## config.mk

```make
export PLATFORM = sky130hd
export DESIGN_NAME = rv_rr_arbiter
export DESIGN_NICKNAME = d
export VERILOG_FILES = /design/src/rtl/rv_arb_pkg.sv /design/src/rtl/rr_pick.sv /design/src/rtl/rv_rr_arbiter.sv
export SDC_FILE = /design/constraint.sdc
export NUM_CORES = 1
export LEC_CHECK = 0
export ABC_AREA = 1
export CORE_MARGIN = 8
export CORE_UTILIZATION = 45
export CTS_BUF_LIST = sky130_fd_sc_hd__clkbuf_8
export DETAILED_ROUTE_END_ITERATION = 16
export HOLD_SLACK_MARGIN = 0.02
export PLACE_DENSITY = 0.9
export SLEW_MARGIN = 25
export SYNTH_ARGS = -nofsm -noshare
export SYNTH_HDL_FRONTEND = slang
export SYNTH_SLANG_ARGS = --single-unit
```

## constraint.sdc

```tcl
create_clock -name clk -period 2.7 [get_ports clk]
set_input_delay 0.405 -clock clk [delete_from_list [all_inputs] [get_ports clk]]
set_output_delay 0.405 -clock clk [all_outputs]
set_load 0.01 [all_outputs]
```

## src/rtl/rv_arb_pkg.sv

```systemverilog
// rv_arb_pkg: shared state type, default parameters and index helper for rv_rr_arbiter
package rv_arb_pkg;
   typedef enum logic {IDLE, LOCK} state_t;
   localparam int DEF_DATA_WIDTH = 8;
   localparam int DEF_NUM_REQ = 4;
   function automatic int wrap_add(int a, int b, int n);
      return (a + b >= n) ? a + b - n : a + b;
   endfunction
endpackage

```

## src/rtl/rr_pick.sv

```systemverilog
// rr_pick: first set bit of req searching upward from ptr, modulo N
module rr_pick
   import rv_arb_pkg::*;
#(
   parameter int N = DEF_NUM_REQ,
   parameter int IW = $clog2(N)
) (
   input  logic [N-1:0]  req,
   input  logic [IW-1:0] ptr,
   output logic [IW-1:0] idx,
   output logic          any
);
   // Scan from farthest to nearest so the nearest match is the last write.
   always_comb begin
      idx = '0;
      for (int i = N - 1; i >= 0; i--)
         if (req[IW'(wrap_add(int'(ptr), i, N))]) idx = IW'(wrap_add(int'(ptr), i, N));
   end
   assign any = |req;
endmodule

```

## src/rtl/rv_rr_arbiter.sv

```systemverilog
// rv_rr_arbiter: packet-locked round-robin merge of NUM_REQ valid/ready streams into one
module rv_rr_arbiter
   import rv_arb_pkg::*;
#(
   parameter int DATA_WIDTH = DEF_DATA_WIDTH,
   parameter int NUM_REQ = DEF_NUM_REQ,
   localparam int IW = $clog2(NUM_REQ)
) (
   input  logic                          clk,
   input  logic                          rst_n,
   input  logic [NUM_REQ*DATA_WIDTH-1:0] in_data,
   input  logic [NUM_REQ-1:0]            in_val,
   input  logic [NUM_REQ-1:0]            in_last,
   output logic [NUM_REQ-1:0]            in_rdy,
   output logic [DATA_WIDTH-1:0]         out_data,
   output logic                          out_last,
   output logic [IW-1:0]                 out_id,
   output logic                          out_val,
   input  logic                          out_rdy,
   output logic                          busy
);
   state_t state, state_nxt;
   logic [IW-1:0] grant, rr_ptr, pick_idx;
   logic [DATA_WIDTH-1:0] sel_data;
   logic pick_any, open, accept, last_beat;
   rr_pick #(.N(NUM_REQ), .IW(IW)) u_pick (
      .req(in_val),
      .ptr(rr_ptr),
      .idx(pick_idx),
      .any(pick_any)
   );
   assign open = !out_val || out_rdy;
   assign in_rdy = (state == LOCK && open) ? NUM_REQ'(1) << grant : '0;
   assign accept = state == LOCK && in_val[grant] && open;
   assign last_beat = accept && in_last[grant];
   assign busy = state == LOCK;
   always_comb begin
      sel_data = '0;
      for (int i = 0; i < NUM_REQ; i++)
         if (grant == IW'(i)) sel_data = in_data[i*DATA_WIDTH +: DATA_WIDTH];
   end
   always_comb begin
      state_nxt = state;
      state_nxt = (state == IDLE) ? (pick_any ? LOCK : IDLE) : (last_beat ? IDLE : LOCK);
   end
   always_ff @(posedge clk or negedge rst_n)
      if (!rst_n) state <= IDLE;
      else state <= state_nxt;
   // The winner's successor becomes the search origin, so the winner ranks last next time.
   always_ff @(posedge clk or negedge rst_n)
      if (!rst_n) begin
         grant <= '0;
         rr_ptr <= '0;
      end else begin
         if (state == IDLE && pick_any) grant <= pick_idx;
         if (last_beat) rr_ptr <= (grant == IW'(NUM_REQ - 1)) ? '0 : grant + 1'b1;
      end
   always_ff @(posedge clk or negedge rst_n)
      if (!rst_n) begin
         out_data <= '0;
         out_last <= 1'b0;
         out_id <= '0;
         out_val <= 1'b0;
      end else if (accept) begin
         out_data <= sel_data;
         out_last <= in_last[grant];
         out_id <= grant;
         out_val <= 1'b1;
      end else if (out_rdy) out_val <= 1'b0;
endmodule

```

==> flow_summary.ini, run 1 <==
[power]
peakVddDrop_mv = 0.738
power.leakage_nw = 0.916
p_per_area_nw_per_um2 = 1060

[clock_tree]
root_buffer = clkbuf_8
ctsHoldBuffers = 0
cts_tree = yes
cts_resized = 0
cts-buffers-inserted = 3
htreeDepth = 1
clock_path_buffers = 2
clkSlewWorstSetupHoldPaths_ns = 0.06
clk_latency_ns = 0.25
cts_setup_buffers = 0
clock_sinks = 17

[routing]
drtAntennaViolNets = 0
num_vias = 1358
first_pass_iters = 4
drtIter0Drc = 102
route.detailed.drc = 0
avgViaCountPerCell = 5.01
drt_wl_total_um = 3800
routedWlPerCell_um = 14.0

[sta]
finalSetupViolCount = 0
finalCritPeriodShare_pct = 92.3
setup_ws_ns = 0.208
slew_headroom_pct = 49.5
setup_tns_ns = 0
worst_slew_pin_slew_ns = 0.755
skew_ns = 0.00416
rsz0062_at_grt = false
fmax_mhz = 401
finalMaxSlewViolations = 0
min_period_ns = 2.49
finalHoldViolations = 0

[finish]
design_area_um2 = 1860
multi_input_area_um2 = 681
syn2layout_area_growth_pct = 54.5
drive_gt1_share_pct = 4.56
fin_nets = 289
seqCellArea_um2 = 425
antenna_cells = 0
final.fill_count = 199

[global_routing]
grt_pass1_wl_um = 5870
grt_pass1_vias = 1263
grt_max_degree = 18
grt_usage_pct = 16.3
gr-total-overflow = 0
antenna_found_initial = 0

[floorplan]
start_util_pct = 48.1
die_w_um = 67.7
core_area_um2 = 2500
dieArea_um2 = 4590
ios = 60
rows = 18
die-height_um = 67.7

[critical_path]
max_stage_delay_ns = 0.54
worst_path_max_delay_cell = clkdlybuf4s50_1
required_ns = 2.30
start_kind = flop
worstPathArrival_ns = 2.09
worst-path-buf-inv = 3
worstSetupEndpointType = primary output
cpLargestDelayFamily = buffers and inverters
startpoint = grant[0]
critical_path_class = flop to primary output
crit_fanout = 9
path_cells = inv_2 -> ha_1 -> inv_1 -> nor2_1 -> clkdlybuf4s50_1
reg2reg_from = grant[0]

[placement]
port_buffers = 59
dp_hpwl_um = 3110
dp_slack_ns = 0.314
placed_area_um2 = 1810
gp_congestion = 0.957

[min_path]
hp-start = out_data[5]
hold_path_class = flop to flop

[logic_synthesis]
syn_nets = 228
yosysMostFrequentCell = nand2_1
synth_common_cells = nand2_1 (70), dfrtp_1 (17), inv_1 (16)
syn_inst = 181
synth_area_leaders = dfrtp_1 (35%), nand2_1 (22%), o21ai_0 (6.2%), o211ai_1 (5.6%), inv_1 (5.0%)
yosysWarnings = 0
ys_seq_area_share_pct = 35.3
synth-main-ff-cell = dfrtp_1
synth_top_area_share_pct = 35.3
synth_top_area_cell = dfrtp_1
syn_avg_cell_area_um2 = 6.65
ys_ff_latch = 17
synth_edf_count = 0
yosysUniqueCellTypes = 22
async_flop_share_pct = 100
synth_area_um2 = 1200

[run_status]
outcome = finished clean

[flow_run]
maxCapViolCount = 0
==> worst paths after layout <==
path	end	slack (ns)	cells after the start
setup / recovery	in_rdy[2]	0.21	5
hold / removal	out_data[5]	0.48	2
setup reg to reg	out_data[0]	0.87	7
hold reg to reg	out_data[5]	0.48	2
max in group asynchronous	out_data[0]	1.62	1
min in group asynchronous	out_last	0.61	1
==> kinds of logic (layout without fill, tap and decap cells) <==
kind of cell	Yosys count	after routing	synth area share, %
AND/OR/NAND/NOR	99	99	34.3
AO/OA/AOI/OAI	38	38	18.1
buffers and inverters	23	83	8.11
flip-flops	17	17	35.3
adder cells (fa/ha/maj)	4	4	4.16
==> worst reg2reg max path: stages (launching register included) <==
cell	delay, ns
dfrtp_1	0.48
inv_2	0.15
ha_1	0.34
inv_1	0.20
o21ai_0	0.24
nand2_1	0.07
o211ai_1	0.13
nand2_1	0.09
==> final cells by class <==
type | instances | area share, %
Timing Repair Buffer | 60 | 32.2
Tap cell | 30 | 2.02
Clock buffer | 3 | 2.22
Clock inverter | 1 | 0.202
Inverter | 19 | 3.90
Sequential cell | 17 | 22.9
Multi-Input combinational cell | 141 | 36.6
==> registers in the layout (all words and copies together), names as in the netlist <==
signal	flops
busy	1
out_last	1
out_id	2
grant	2
out_val	1
out_data	8
rr_ptr	2
==> cells in the final DEF (no fill, tap or decap), drive strengths merged <==
| master | instances |
|---|---|
| dfrtp | 17 |
| nand3 | 11 |
| nand4 | 1 |
| a31oi | 1 |
| clkdlybuf4s50 | 59 |
| o211ai | 9 |
| clkinv | 2 |
| o21ai | 20 |
| nand2 | 72 |
| inv | 18 |
| clkbuf | 3 |
| nor2 | 15 |
| a21oi | 8 |
| buf | 1 |
| ha | 4 |
==> metrics by stage <==
step / utilization (%) / hold WS, ns / std cells / power, W
final: 74.4 / 0.482 / 271 / 0.00197
after global routing: 74.4 / 0.515 / 271 / 0.00217
after CTS: 74.4 / 0.484 / 271 / 0.00198
after detailed placement: 72.6 / 0.465 / 267 / 0.00179
after global placement: 72.6 / 0.462 / 267 / 0.00175
after floorplan: - / 0.109 / 181 / 0.00131
==> metal layers <==
metal	track usage, %	wire (um)	vias to the layer above
met5	0	0	-
met4	3.92	30	0
met3	3.81	251	4
met2	26.0	1800	40
met1	21.6	1710	605
li1	-	-	709
==> report_power, final <==
| part | internal [W] | leakage [nW] | switching, W |
|---|---|---|---|
| Clock | 0.000101 | 0.0269 | 0.0000770 |
| Combinational | 0.000560 | 0.679 | 0.000759 |
| Sequential | 0.000380 | 0.210 | 0.0000980 |
(Power assumes the default switching activity.)
==> inputs of run 2 (changes only) <==
==> constraint.sdc (replaced) <==
create_clock -name clk -period 2.7 [get_ports clk]
set_input_delay 0.405 -clock clk [delete_from_list [all_inputs] [get_ports clk]]
set_output_delay 0.405 -clock clk [all_outputs]
set_load 0.05 [all_outputs]
==> flow_summary.ini, run 2 (synthesis gave the netlist of run 1 again) <==
[sta]
skew_ns = 0.00492
slew_headroom_pct = 49.6
min_period_ns = 2.27
finalCritPeriodShare_pct = 83.9
worst_slew_pin_slew_ns = 0.754
setup_ws_ns = 0.434
fmax_mhz = 441
finalMaxSlewViolations = 0
finalSetupViolCount = 0
finalHoldViolations = 0
setup_tns_ns = 0
rsz0062_at_grt = false

[power]
power.leakage_nw = 0.935
peakVddDrop_mv = 0.992
p_per_area_nw_per_um2 = 1250

[critical_path]
rrSetupSlack_ns = 0.85
required_ns = 2.30
max_stage_delay_ns = 0.49
worstPathArrival_ns = 1.86
start_kind = flop
critical_path_class = flop to primary output
crit_fanout = 9
worst-path-buf-inv = 3
path_cells = inv_2 -> ha_1 -> inv_1 -> nor2_1 -> buf_12
worstSetupEndpointType = primary output
cpLargestDelayFamily = buffers and inverters
reg2reg_from = grant[0]
rr_worst_depth = 7
worstReg2RegEnd = out_data[4]
worst_path_max_delay_cell = dfrtp_1

[clock_tree]
cts_tree = yes
clkSlewWorstSetupHoldPaths_ns = 0.06
cts_setup_buffers = 0
clk_latency_ns = 0.25
root_buffer = clkbuf_8
cts_resized = 0
ctsHoldBuffers = 0
clock_path_buffers = 2
cts-buffers-inserted = 3
clock_sinks = 17
htreeDepth = 1

[finish]
multi_input_area_um2 = 681
fin_nets = 289
drive_gt1_share_pct = 6.22
syn2layout_area_growth_pct = 57.8
largest_reg_flops = 8
antenna_cells = 0
layout_commonest_cell = nand2_1
final.fill_count = 198
regMostFlops = out_data
final_cell_mix = nand2_1 (70), clkdlybuf4s50_1 (55), inv_1 (17), dfrtp_1 (17), o21ai_0 (15)
seqCellArea_um2 = 425

[global_routing]
gr-total-overflow = 0
grt_usage_pct = 16.8
grt_pass1_vias = 1288
grt_pass1_wl_um = 6130
grt_max_degree = 19
antenna_found_initial = 0

[floorplan]
start_util_pct = 48.1
core_area_um2 = 2500
die_w_um = 67.7
rows = 18
ios = 60
die-height_um = 67.7
dieArea_um2 = 4590

[placement]
port_buffers = 59
gp_congestion = 0.923
dp_hpwl_um = 3060
dp_slack_ns = 0.609

[routing]
drtAntennaViolNets = 0
routedWlPerCell_um = 14.0
route.detailed.drc = 0
avgViaCountPerCell = 5.02
first_pass_iters = 4
drtIter0Drc = 90
drt_wl_total_um = 3800
num_vias = 1360

[min_path]
hp-start = out_data[7]
holdPathStages = 2
hold_path_class = flop to flop
hold_path_end = out_data[7]

[run_status]
outcome = finished clean

[flow_run]
maxCapViolCount = 0
==> run 2: changes by cell type in the layout (fill, tap and decap cells not counted), sizes merged <==
cell and change:
clkdlybuf4s50 -4, buf +4
==> run 2: stage by stage <==
stage | utilization [%] | hold WS (ns) | cells | power [W] | cell area, um2
6_report | 76.0 | 0.482 | 271 | 0.00238 | 1900
5_1_grt | 76.0 | 0.510 | 271 | 0.00259 | 1900
4_1_cts | 76.0 | 0.486 | 271 | 0.00239 | 1900
3_5_place_dp | 74.2 | 0.467 | 267 | 0.00220 | 1850
3_3_place_gp | 74.2 | 0.461 | 267 | 0.00215 | 1850
2_1_floorplan | - | 0.109 | 181 | 0.00165 | 1200
==> run 2: worst max-delay path by stage <==
stage	startpoint	endpoint	slack, ns	cells past startpoint
after detailed placement	out_rdy	in_rdy[3]	0.61	6
after global placement	out_rdy	in_rdy[3]	0.64	6
final	grant[0]	in_rdy[2]	0.43	5
after floorplan	busy	in_rdy[0]	0.57	4
after global routing	grant[0]	in_rdy[2]	0.31	5
after CTS	grant[0]	in_rdy[2]	0.43	5
==> run 2: area by class of cell <==
cell class	count	area share [%]
clock buffers	3	2.17
well taps	30	1.98
multi-input cells	141	35.8
flip-flops and latches	17	22.4
clock inverters	1	0.198
inverters	19	3.82
repair buffers	60	33.6
==> run 2: layer usage <==
metal	share of wire, %	vias up	global-route usage (%)
li1	-	708	-
met1	45	593	22.3
met2	47	55	27.7
met3	7.3	4	3.15
met4	0.63	0	3.13
met5	0	-	0
==> run 2: where the power goes <==
group | leakage, nW | internal, W | switching, W
sequential | 0.210 | 0.000380 | 0.0000967
combinational | 0.698 | 0.000606 | 0.00112
clock | 0.0269 | 0.000101 | 0.0000791
total | 0.935 | 0.00109 | 0.00129
==> run 2: worst min-delay path: stages, from the launching register on <==
cell and delay [ns]:
dfrtp_1 0.34, nand2_1 0.05, nand2_1 0.06
